==> config.mk <==
export PLATFORM = sky130hd
export DESIGN_NAME = accumulator_bank_flat
export DESIGN_NICKNAME = d
export VERILOG_FILES = /design/src/rtl/accumulator_bank_pkg.sv /design/src/rtl/accumulator_bank_if.sv /design/src/rtl/accumulator_bank_acc_lane.sv /design/src/rtl/accumulator_bank.sv /design/src/flat_wrapper.sv
export SDC_FILE = /design/constraint.sdc
export NUM_CORES = 2
export LEC_CHECK = 0
export CAP_MARGIN = 15
export CORE_AREA = 5 5 348 350
export CTS_BUF_LIST = sky130_fd_sc_hd__clkbuf_4 sky130_fd_sc_hd__clkbuf_8 sky130_fd_sc_hd__clkbuf_16
export CTS_CLUSTER_DIAMETER = 120
export DETAILED_ROUTE_END_ITERATION = 8
export DIE_AREA = 0 0 353 355
export PLACE_DENSITY = 0.78
export SYNTH_ARGS = -nofsm -noshare
export SYNTH_HDL_FRONTEND = slang
export SYNTH_SLANG_ARGS = --single-unit
==> constraint.sdc <==
create_clock -name clk -period 15.9 [get_ports clk]
set_input_delay 4.77 -clock clk [delete_from_list [all_inputs] [get_ports clk]]
set_output_delay 4.77 -clock clk [all_outputs]
set_load 0.01 [all_outputs]
==> src/rtl/accumulator_bank_pkg.sv <==
// -----------------------------------------------------------------------------
// accumulator_bank_pkg
//   Shared definitions for the accumulator bank:
//     - state_t  : bank control state (IDLE=0, ACCUM=1, DRAIN=2)
//     - acc_max  : most positive value of a signed accumulator of given width
//     - acc_min  : most negative value of a signed accumulator of given width
//   The helper functions are constant functions so they can size localparams.
// -----------------------------------------------------------------------------
package accumulator_bank_pkg;

   typedef enum logic [1:0] {
      ST_IDLE  = 2'd0,
      ST_ACCUM = 2'd1,
      ST_DRAIN = 2'd2
   } state_t;

   // Returned at 64 bits; callers cast down to their accumulator width.
   function automatic logic signed [63:0] acc_max(input int width);
      return (64'sd1 <<< (width - 1)) - 64'sd1;
   endfunction

   function automatic logic signed [63:0] acc_min(input int width);
      return -(64'sd1 <<< (width - 1));
   endfunction

endpackage : accumulator_bank_pkg

==> src/rtl/accumulator_bank_if.sv <==
// -----------------------------------------------------------------------------
// accumulator_bank_if
//   Input beat and output row handshakes of the accumulator bank.
//     in_valid  / in_ready  : input beat handshake
//     in_data               : NUM_CH signed words, lane c at [c*IN_WIDTH +: IN_WIDTH]
//     in_first / in_last    : beat belongs to first / final pass of the tile
//     out_valid / out_ready : drained row handshake
//     out_data              : NUM_CH accumulators, lane c at [c*ACC_WIDTH +: ACC_WIDTH]
//     out_last              : current drained row is the last row of the tile
//   master : upstream producer + downstream consumer side
//   slave  : the accumulator bank
// -----------------------------------------------------------------------------
interface accumulator_bank_if #(
   parameter int NUM_CH    = 4,
   parameter int IN_WIDTH  = 8,
   parameter int ACC_WIDTH = 20
);

   logic                          in_valid;
   logic                          in_ready;
   logic [NUM_CH*IN_WIDTH-1:0]    in_data;
   logic                          in_first;
   logic                          in_last;
   logic                          out_valid;
   logic                          out_ready;
   logic [NUM_CH*ACC_WIDTH-1:0]   out_data;
   logic                          out_last;

   modport master (
      output in_valid, in_data, in_first, in_last, out_ready,
      input  in_ready, out_valid, out_data, out_last
   );

   modport slave (
      input  in_valid, in_data, in_first, in_last, out_ready,
      output in_ready, out_valid, out_data, out_last
   );

endinterface : accumulator_bank_if

==> src/rtl/accumulator_bank_acc_lane.sv <==
// -----------------------------------------------------------------------------
// accumulator_bank_acc_lane  (the acc_lane datapath, one per channel)
//   Purely combinational next-value computation for one partial-sum entry.
//   Ports:
//     i_first : overwrite the entry with the sign-extended input
//     i_in    : signed input word
//     i_acc   : current stored partial sum
//     o_acc   : value to write back
//     o_ovf   : the accumulate overflowed (never set on an overwrite)
// -----------------------------------------------------------------------------
module accumulator_bank_acc_lane
   import accumulator_bank_pkg::*;
#(
   parameter int IN_WIDTH  = 8,
   parameter int ACC_WIDTH = 20,
   parameter int SATURATE  = 1
) (
   input  logic                        i_first,
   input  logic signed [IN_WIDTH-1:0]  i_in,
   input  logic signed [ACC_WIDTH-1:0] i_acc,
   output logic signed [ACC_WIDTH-1:0] o_acc,
   output logic                        o_ovf
);

   localparam logic signed [ACC_WIDTH-1:0] LP_MAX = ACC_WIDTH'(acc_max(ACC_WIDTH));
   localparam logic signed [ACC_WIDTH-1:0] LP_MIN = ACC_WIDTH'(acc_min(ACC_WIDTH));

   logic signed [ACC_WIDTH:0] w_in_ext;
   logic signed [ACC_WIDTH:0] w_sum;
   logic                      w_sum_ovf;

   // One guard bit above the accumulator: the sum of two in-range values
   // always fits, so a disagreement between the top two bits is an overflow.
   assign w_in_ext  = {{(ACC_WIDTH + 1 - IN_WIDTH){i_in[IN_WIDTH-1]}}, i_in};
   assign w_sum     = {i_acc[ACC_WIDTH-1], i_acc} + w_in_ext;
   assign w_sum_ovf = w_sum[ACC_WIDTH] ^ w_sum[ACC_WIDTH-1];

   // NOTE: every output gets a default at the top of always_comb so no path
   // leaves it unassigned, which would otherwise infer a latch.
   always_comb begin
      o_acc = w_sum[ACC_WIDTH-1:0];
      o_ovf = 1'b0;
      if (i_first) begin
         o_acc = w_in_ext[ACC_WIDTH-1:0];
      end else begin
         o_ovf = w_sum_ovf;
         // The guard bit carries the true sign of the sum: clamp towards it.
         if (w_sum_ovf && (SATURATE != 0)) begin
            o_acc = w_sum[ACC_WIDTH] ? LP_MIN : LP_MAX;
         end
      end
   end

endmodule : accumulator_bank_acc_lane

==> src/rtl/accumulator_bank.sv <==
// -----------------------------------------------------------------------------
// accumulator_bank
//   Multi-lane output-stationary accumulator. A tile of rows_q rows is
//   accumulated over one or more passes of input beats, then drained row by
//   row. Each lane keeps DEPTH signed partial sums of ACC_WIDTH bits.
//   Ports:
//     clk      : rising-edge clock
//     reset    : synchronous active-high reset of all control state
//     start    : one-cycle pulse, begins a tile (honoured only when idle)
//     cfg_rows : rows per tile, sampled on start; 0 or >DEPTH selects DEPTH
//     bus      : input beat / output row handshakes (slave side)
//     busy     : bank is accumulating or draining
//     ovf      : sticky per-lane overflow, cleared by an accepted start
// -----------------------------------------------------------------------------
module accumulator_bank
   import accumulator_bank_pkg::*;
#(
   parameter int NUM_CH    = 4,
   parameter int IN_WIDTH  = 8,
   parameter int ACC_WIDTH = 20,
   parameter int DEPTH     = 16,
   parameter int PTR_WIDTH = 4,
   parameter int SATURATE  = 1
) (
   input  logic                 clk,
   input  logic                 reset,
   input  logic                 start,
   input  logic [PTR_WIDTH:0]   cfg_rows,
   accumulator_bank_if.slave    bus,
   output logic                 busy,
   output logic [NUM_CH-1:0]    ovf
);

   localparam logic [PTR_WIDTH:0]   LP_DEPTH    = (PTR_WIDTH + 1)'(DEPTH);
   localparam logic [PTR_WIDTH:0]   LP_ROWS_ONE = (PTR_WIDTH + 1)'(1);
   localparam logic [PTR_WIDTH-1:0] LP_PTR_ONE  = PTR_WIDTH'(1);

   // Control registers
   state_t                       r_state;
   logic [PTR_WIDTH-1:0]         r_row_ptr;
   logic [PTR_WIDTH-1:0]         r_drain_ptr;
   logic [PTR_WIDTH:0]           r_rows_q;
   logic [NUM_CH-1:0]            r_ovf;
   logic                         r_in_ready;
   logic                         r_out_valid;
   logic                         r_out_last;

   // Partial-sum buffer: one column of DEPTH rows per lane
   logic signed [ACC_WIDTH-1:0]  r_mem [NUM_CH][DEPTH];

   logic                         w_in_fire;
   logic                         w_out_fire;
   logic [PTR_WIDTH:0]           w_rows_clamped;
   logic [PTR_WIDTH-1:0]         w_last_row;
   logic                         w_row_is_last;
   logic signed [ACC_WIDTH-1:0]  w_lane_acc [NUM_CH];
   logic [NUM_CH-1:0]            w_lane_ovf;
   logic [NUM_CH*ACC_WIDTH-1:0]  w_out_row;

   // in_ready / out_valid are only ever high in ACCUM / DRAIN respectively,
   // so the handshakes need no extra state qualification.
   assign w_in_fire  = bus.in_valid & r_in_ready;
   assign w_out_fire = r_out_valid & bus.out_ready;

   assign w_rows_clamped = ((cfg_rows == '0) || (cfg_rows > LP_DEPTH)) ? LP_DEPTH : cfg_rows;
   // rows_q is at least 1 whenever this is used, so the row index fits PTR_WIDTH.
   assign w_last_row     = PTR_WIDTH'(r_rows_q - LP_ROWS_ONE);
   assign w_row_is_last  = (r_row_ptr == w_last_row);

   // ---------------------------------------------------------------------------
   // Per-lane datapath and drain row assembly
   // ---------------------------------------------------------------------------
   for (genvar c = 0; c < NUM_CH; c++) begin : g_lane
      accumulator_bank_acc_lane #(
         .IN_WIDTH  (IN_WIDTH),
         .ACC_WIDTH (ACC_WIDTH),
         .SATURATE  (SATURATE)
      ) u_lane (
         .i_first (bus.in_first),
         .i_in    (bus.in_data[c*IN_WIDTH +: IN_WIDTH]),
         .i_acc   (r_mem[c][r_row_ptr]),
         .o_acc   (w_lane_acc[c]),
         .o_ovf   (w_lane_ovf[c])
      );

      assign w_out_row[c*ACC_WIDTH +: ACC_WIDTH] = r_mem[c][r_drain_ptr];
   end

   // ---------------------------------------------------------------------------
   // Partial-sum buffer
   // ---------------------------------------------------------------------------
   // NOTE: the buffer has no reset branch on purpose; every tile starts with a
   // first-pass overwrite, so clearing it would only add reset fan-out.
   always_ff @(posedge clk) begin
      if (w_in_fire && !reset) begin
         for (int c = 0; c < NUM_CH; c++) begin
            r_mem[c][r_row_ptr] <= w_lane_acc[c];
         end
      end
   end

   // ---------------------------------------------------------------------------
   // Control FSM with registered handshake outputs
   // ---------------------------------------------------------------------------
   // NOTE: sequential state uses non-blocking assignments only, so every
   // register samples the pre-edge values regardless of statement order.
   always_ff @(posedge clk) begin
      if (reset) begin
         r_state     <= ST_IDLE;
         r_row_ptr   <= '0;
         r_drain_ptr <= '0;
         r_rows_q    <= '0;
         r_ovf       <= '0;
         r_in_ready  <= 1'b0;
         r_out_valid <= 1'b0;
         r_out_last  <= 1'b0;
      end else begin
         case (r_state)
            ST_IDLE: begin
               if (start) begin
                  r_rows_q    <= w_rows_clamped;
                  r_row_ptr   <= '0;
                  r_drain_ptr <= '0;
                  r_ovf       <= '0;
                  r_in_ready  <= 1'b1;
                  r_state     <= ST_ACCUM;
               end
            end

            ST_ACCUM: begin
               if (w_in_fire) begin
                  r_ovf     <= r_ovf | w_lane_ovf;
                  r_row_ptr <= w_row_is_last ? '0 : r_row_ptr + LP_PTR_ONE;
                  // Only the final-pass beat on the tile's last row ends the tile.
                  if (bus.in_last && w_row_is_last) begin
                     r_in_ready  <= 1'b0;
                     r_out_valid <= 1'b1;
                     r_out_last  <= (w_last_row == '0);
                     r_drain_ptr <= '0;
                     r_state     <= ST_DRAIN;
                  end
               end
            end

            ST_DRAIN: begin
               if (w_out_fire) begin
                  if (r_out_last) begin
                     r_out_valid <= 1'b0;
                     r_out_last  <= 1'b0;
                     r_state     <= ST_IDLE;
                  end else begin
                     r_drain_ptr <= r_drain_ptr + LP_PTR_ONE;
                     r_out_last  <= ((r_drain_ptr + LP_PTR_ONE) == w_last_row);
                  end
               end
            end

            default: r_state <= ST_IDLE;
         endcase
      end
   end

   // ---------------------------------------------------------------------------
   // Outputs
   // ---------------------------------------------------------------------------
   assign bus.in_ready  = r_in_ready;
   assign bus.out_valid = r_out_valid;
   assign bus.out_last  = r_out_last;
   // The buffer row is not written during DRAIN, so the data holds under
   // backpressure without an output register.
   assign bus.out_data  = r_out_valid ? w_out_row : '0;
   assign busy          = (r_state != ST_IDLE);
   assign ovf           = r_ovf;

endmodule : accumulator_bank

==> src/flat_wrapper.sv <==
// flat-port wrapper written by rule: the top's interface ports become plain ports
module accumulator_bank_flat import accumulator_bank_pkg::*;
#(
   parameter int NUM_CH    = 4,
   parameter int IN_WIDTH  = 8,
   parameter int ACC_WIDTH = 20,
   parameter int DEPTH     = 16,
   parameter int PTR_WIDTH = 4,
   parameter int SATURATE  = 1
)
  (clk, reset, start, cfg_rows, busy, ovf, bus_in_valid, bus_in_data, bus_in_first, bus_in_last, bus_out_ready, bus_in_ready, bus_out_valid, bus_out_data, bus_out_last);
  accumulator_bank_if #(.NUM_CH(NUM_CH), .IN_WIDTH(IN_WIDTH), .ACC_WIDTH(ACC_WIDTH)) bus_i ();
  input  logic clk;
  input  logic reset;
  input  logic start;
  input  logic [PTR_WIDTH:0] cfg_rows;
  output logic busy;
  output logic [NUM_CH-1:0] ovf;
  input wire logic [$bits(bus_i.in_valid)-1:0] bus_in_valid;
  input wire logic [$bits(bus_i.in_data)-1:0] bus_in_data;
  input wire logic [$bits(bus_i.in_first)-1:0] bus_in_first;
  input wire logic [$bits(bus_i.in_last)-1:0] bus_in_last;
  input wire logic [$bits(bus_i.out_ready)-1:0] bus_out_ready;
  output wire logic [$bits(bus_i.in_ready)-1:0] bus_in_ready;
  output wire logic [$bits(bus_i.out_valid)-1:0] bus_out_valid;
  output wire logic [$bits(bus_i.out_data)-1:0] bus_out_data;
  output wire logic [$bits(bus_i.out_last)-1:0] bus_out_last;
  assign bus_i.in_valid = bus_in_valid;
  assign bus_i.in_data = bus_in_data;
  assign bus_i.in_first = bus_in_first;
  assign bus_i.in_last = bus_in_last;
  assign bus_i.out_ready = bus_out_ready;
  assign bus_in_ready = bus_i.in_ready;
  assign bus_out_valid = bus_i.out_valid;
  assign bus_out_data = bus_i.out_data;
  assign bus_out_last = bus_i.out_last;
  accumulator_bank #(.NUM_CH(NUM_CH), .IN_WIDTH(IN_WIDTH), .ACC_WIDTH(ACC_WIDTH), .DEPTH(DEPTH), .PTR_WIDTH(PTR_WIDTH), .SATURATE(SATURATE)) u_core (.clk(clk), .reset(reset), .start(start), .cfg_rows(cfg_rows), .bus(bus_i), .busy(busy), .ovf(ovf));
endmodule
==> metrics <==
status=completed; Synth area leader=edfxtp_1; min-delay src=u_core.ovf[2]; initial antenna violation count=8; final net count=3,519; largest net degree at the start of global routing=165; Root Buffer=clkbuf_16; CTS buffer count=136; Post-Syn Instances=3,226; most area-consuming cells after synthesis=edfxtp_1 60%, mux4_2 28%, ha_1 1.8%, and2_1 0.84%, clkbuf_1 0.79%; Worst VDD drop=0.000103 V; Die Ht=355 microns; Crit Path Class=flop to output port; Synth Flop Type=edfxtp_1; Worst Hold Endpoint=u_core.ovf[2]; Post-synth ARST share=0; hold-fix buffers at CTS=0; CTS tree=done; gr ovfl total=0; clk_skew=0.0281 ns; CP required=11.13 ns; antenna-violating nets left=0; DR vias=36,200; CP endpoint kind=output port; hpwl dp=94.4 mm; FP Rows=126; Top Ports=132; First-pass DRT Iterations=5; worst r2r path cells=15; vias per cell=7.20; #FFs+latches synth=1,301; top-count cell post-synth=edfxtp_1; residual DRC count=0; WHS Path Cells=2; Post-Syn Nets=3,365; Num Clock Sinks=1,301; vias in the first global route=37,600; IO buf count=131; Mean Syn Cell Area=19.9 sq um; Synth Warn #=0; Skew-Pair Late Insertion Delay=0.75 ns; endpoints failing setup=0; Final Util=0.613; R2R Path Start=u_core.r_row_ptr[1]; Yosys cell types=91; cts repair resizes=0; Yosys top cell area share=0.600; H-tree depth=4; Worst EP arrival=4.78 ns; final worst-path cycle share=0.601; Post-synth EDFFs=1,280; Cell Pwr Density=140 nW/um^2; Slew headroom=0.174; Final min period=9.55 ns; worst slew pin tran=1.24 ns; r2r setup slk=8.15 ns; Initial Util=0.546; Critical Path Fanout Max=118; Hold Path Class=flop to flop; global-route wire length before repair=250 mm; post-CTS setup buffer count=0; storage element area=38,900 sq um; max-slew violations=0; sequential-to-total area share from yosys stat=0.606; post-route setup TNS=0 ns; RR Endpoint=u_core.r_mem[1][287]; max_cap viols=0; clk buf depth=3; Core ar.=117,000 sq um; post-DR wirelength/cell=34.0 microns; gp weighted congestion=0.900; Peak Freq=0.105 GHz; Reg clk slew, reported paths=0.06 ns; Final Hold Fails=0; routed wire length=171 mm; RSZ-0062 raised after global routing=false; Die Wd=353 microns; P_leak=21.8 nW; Die Footprint=125,000 sq um; synthesized area=64,100 sq um; multi-input logic area=24,400 sq um; Setup crit start kind=flop; DR iter-0 viols=4,562; fill count=7,761; Synth top cells by count=1,280 x edfxtp_1, 800 x mux4_2, 135 x clkbuf_1; Global Route Usage Sum=0.273; Syn-to-layout area delta=12.3%; layout cells sized above 1=0.342
## layout make-up
cell class                      instances  area share
Multi-Input combinational cell       1674       0.338
Clock inverter                         80      0.0107
Inverter                               34     0.00177
Timing Repair Buffer                  233      0.0300
Tap cell                             1536      0.0267
Clock buffer                          165      0.0519
Sequential cell                      1301       0.540
Antenna cell                            6    0.000209
## critical path, cell delays in order, from the launching register on
cell and delay (ns):
dfxtp_4 0.42, buf_12 0.72, buf_4 0.84, mux4_2 0.61, mux4_2 0.47, and2_1 0.26
clkdlybuf4s50_1 0.52
## power by group
part,switching (mW),internal (mW)
combinational,1.47,1.07
sequential,0.0516,4.25
clock,1.32,1.89
## cells in the final DEF (no fill, tap or decap), types with 7 or more instances in the layout
| cell type | instances |
|---|---|
| edfxtp_1 | 1280 |
| mux4_2 | 800 |
| clkbuf_16 | 142 |
| clkdlybuf4s50_1 | 130 |
| a21oi_1 | 99 |
| ha_1 | 91 |
| buf_4 | 91 |
| and2_1 | 86 |
| nand2_1 | 75 |
| nor2_1 | 62 |
| o21ai_0 | 57 |
| xnor2_1 | 38 |
| xor2_1 | 36 |
| inv_1 | 34 |
| a21o_1 | 33 |
| clkinv_1 | 27 |
| clkinv_2 | 23 |
| nand3_1 | 22 |
| clkbuf_4 | 22 |
| o21ai_1 | 20 |
| nor3_1 | 16 |
| o21a_1 | 14 |
| o211ai_1 | 14 |
| nor2_4 | 13 |
| bufinv_16 | 13 |
| o21bai_1 | 12 |
| dfxtp_1 | 12 |
| nand2b_1 | 10 |
| o22ai_1 | 10 |
| o21bai_2 | 9 |
| dfxtp_4 | 9 |
| nand4_1 | 8 |
| a2bb2oi_1 | 8 |
| or3_1 | 7 |
## flip-flops by register name (all words and copies together) (netlist names)
signal	cells
u_core.r_mem	1280
u_core.r_rows_q	4
u_core.bus.in_ready	1
u_core.r_drain_ptr	4
u_core.r_row_ptr	4
u_core.bus.out_valid	1
u_core.r_state	2
u_core.bus.out_last	1
u_core.ovf	4
## how the worst max path moves through the flow
stage	from	end	slack, ns	cells past startpoint
floorplan	bus_in_valid	u_core.r_mem[0][240]	4.73	4
finish	u_core.r_drain_ptr[0]	bus_out_data[74]	6.35	6
global placement	bus_in_data[7]	u_core.r_mem[0][248]	6.32	10
detailed placement	bus_in_data[15]	u_core.r_mem[1][303]	6.28	10
global route	u_core.r_drain_ptr[0]	bus_out_data[41]	5.99	6
CTS	u_core.r_drain_ptr[0]	bus_out_data[4]	6.05	6
## metal layers
| layer | routed length [microns] | global-route usage |
|---|---|---|
| met5 | 26 | 0 |
| met4 | 6140 | 0.0991 |
| met3 | 18200 | 0.0684 |
| met2 | 85300 | 0.451 |
| met1 | 61200 | 0.357 |
## through the flow
step,area [sq um],std cells,setup WS [ns],hold WS [ns],power [mW]
2_1_floorplan,64100,3226,4.73,0.476,6.14
6_report,72000,5029,6.35,0.454,10.1
5_1_grt,72000,5024,5.99,0.502,10.4
3_3_place_gp,67300,4758,6.32,0.455,6.75
4_1_cts,71800,5010,6.05,0.455,10.1
3_5_place_dp,67300,4765,6.28,0.443,6.87
## logic make-up (layout without fill, tap and decap cells)
| logic type | Yosys count | after routing | share of synthesized area |
|---|---|---|---|
| AO/OA/AOI/OAI | 355 | 355 | 0.0383 |
| XOR/XNOR | 77 | 77 | 0.0111 |
| adder cells (fa/ha/maj) | 98 | 98 | 0.0195 |
| buffers and inverters | 251 | 512 | 0.0157 |
| flip-flops | 1301 | 1301 | 0.606 |
| multiplexers | 809 | 809 | 0.283 |
| other | 0 | 6 | 0 |
| AND/OR/NAND/NOR | 335 | 335 | 0.0267 |
Note: power is estimated with default switching activity, not from simulation.
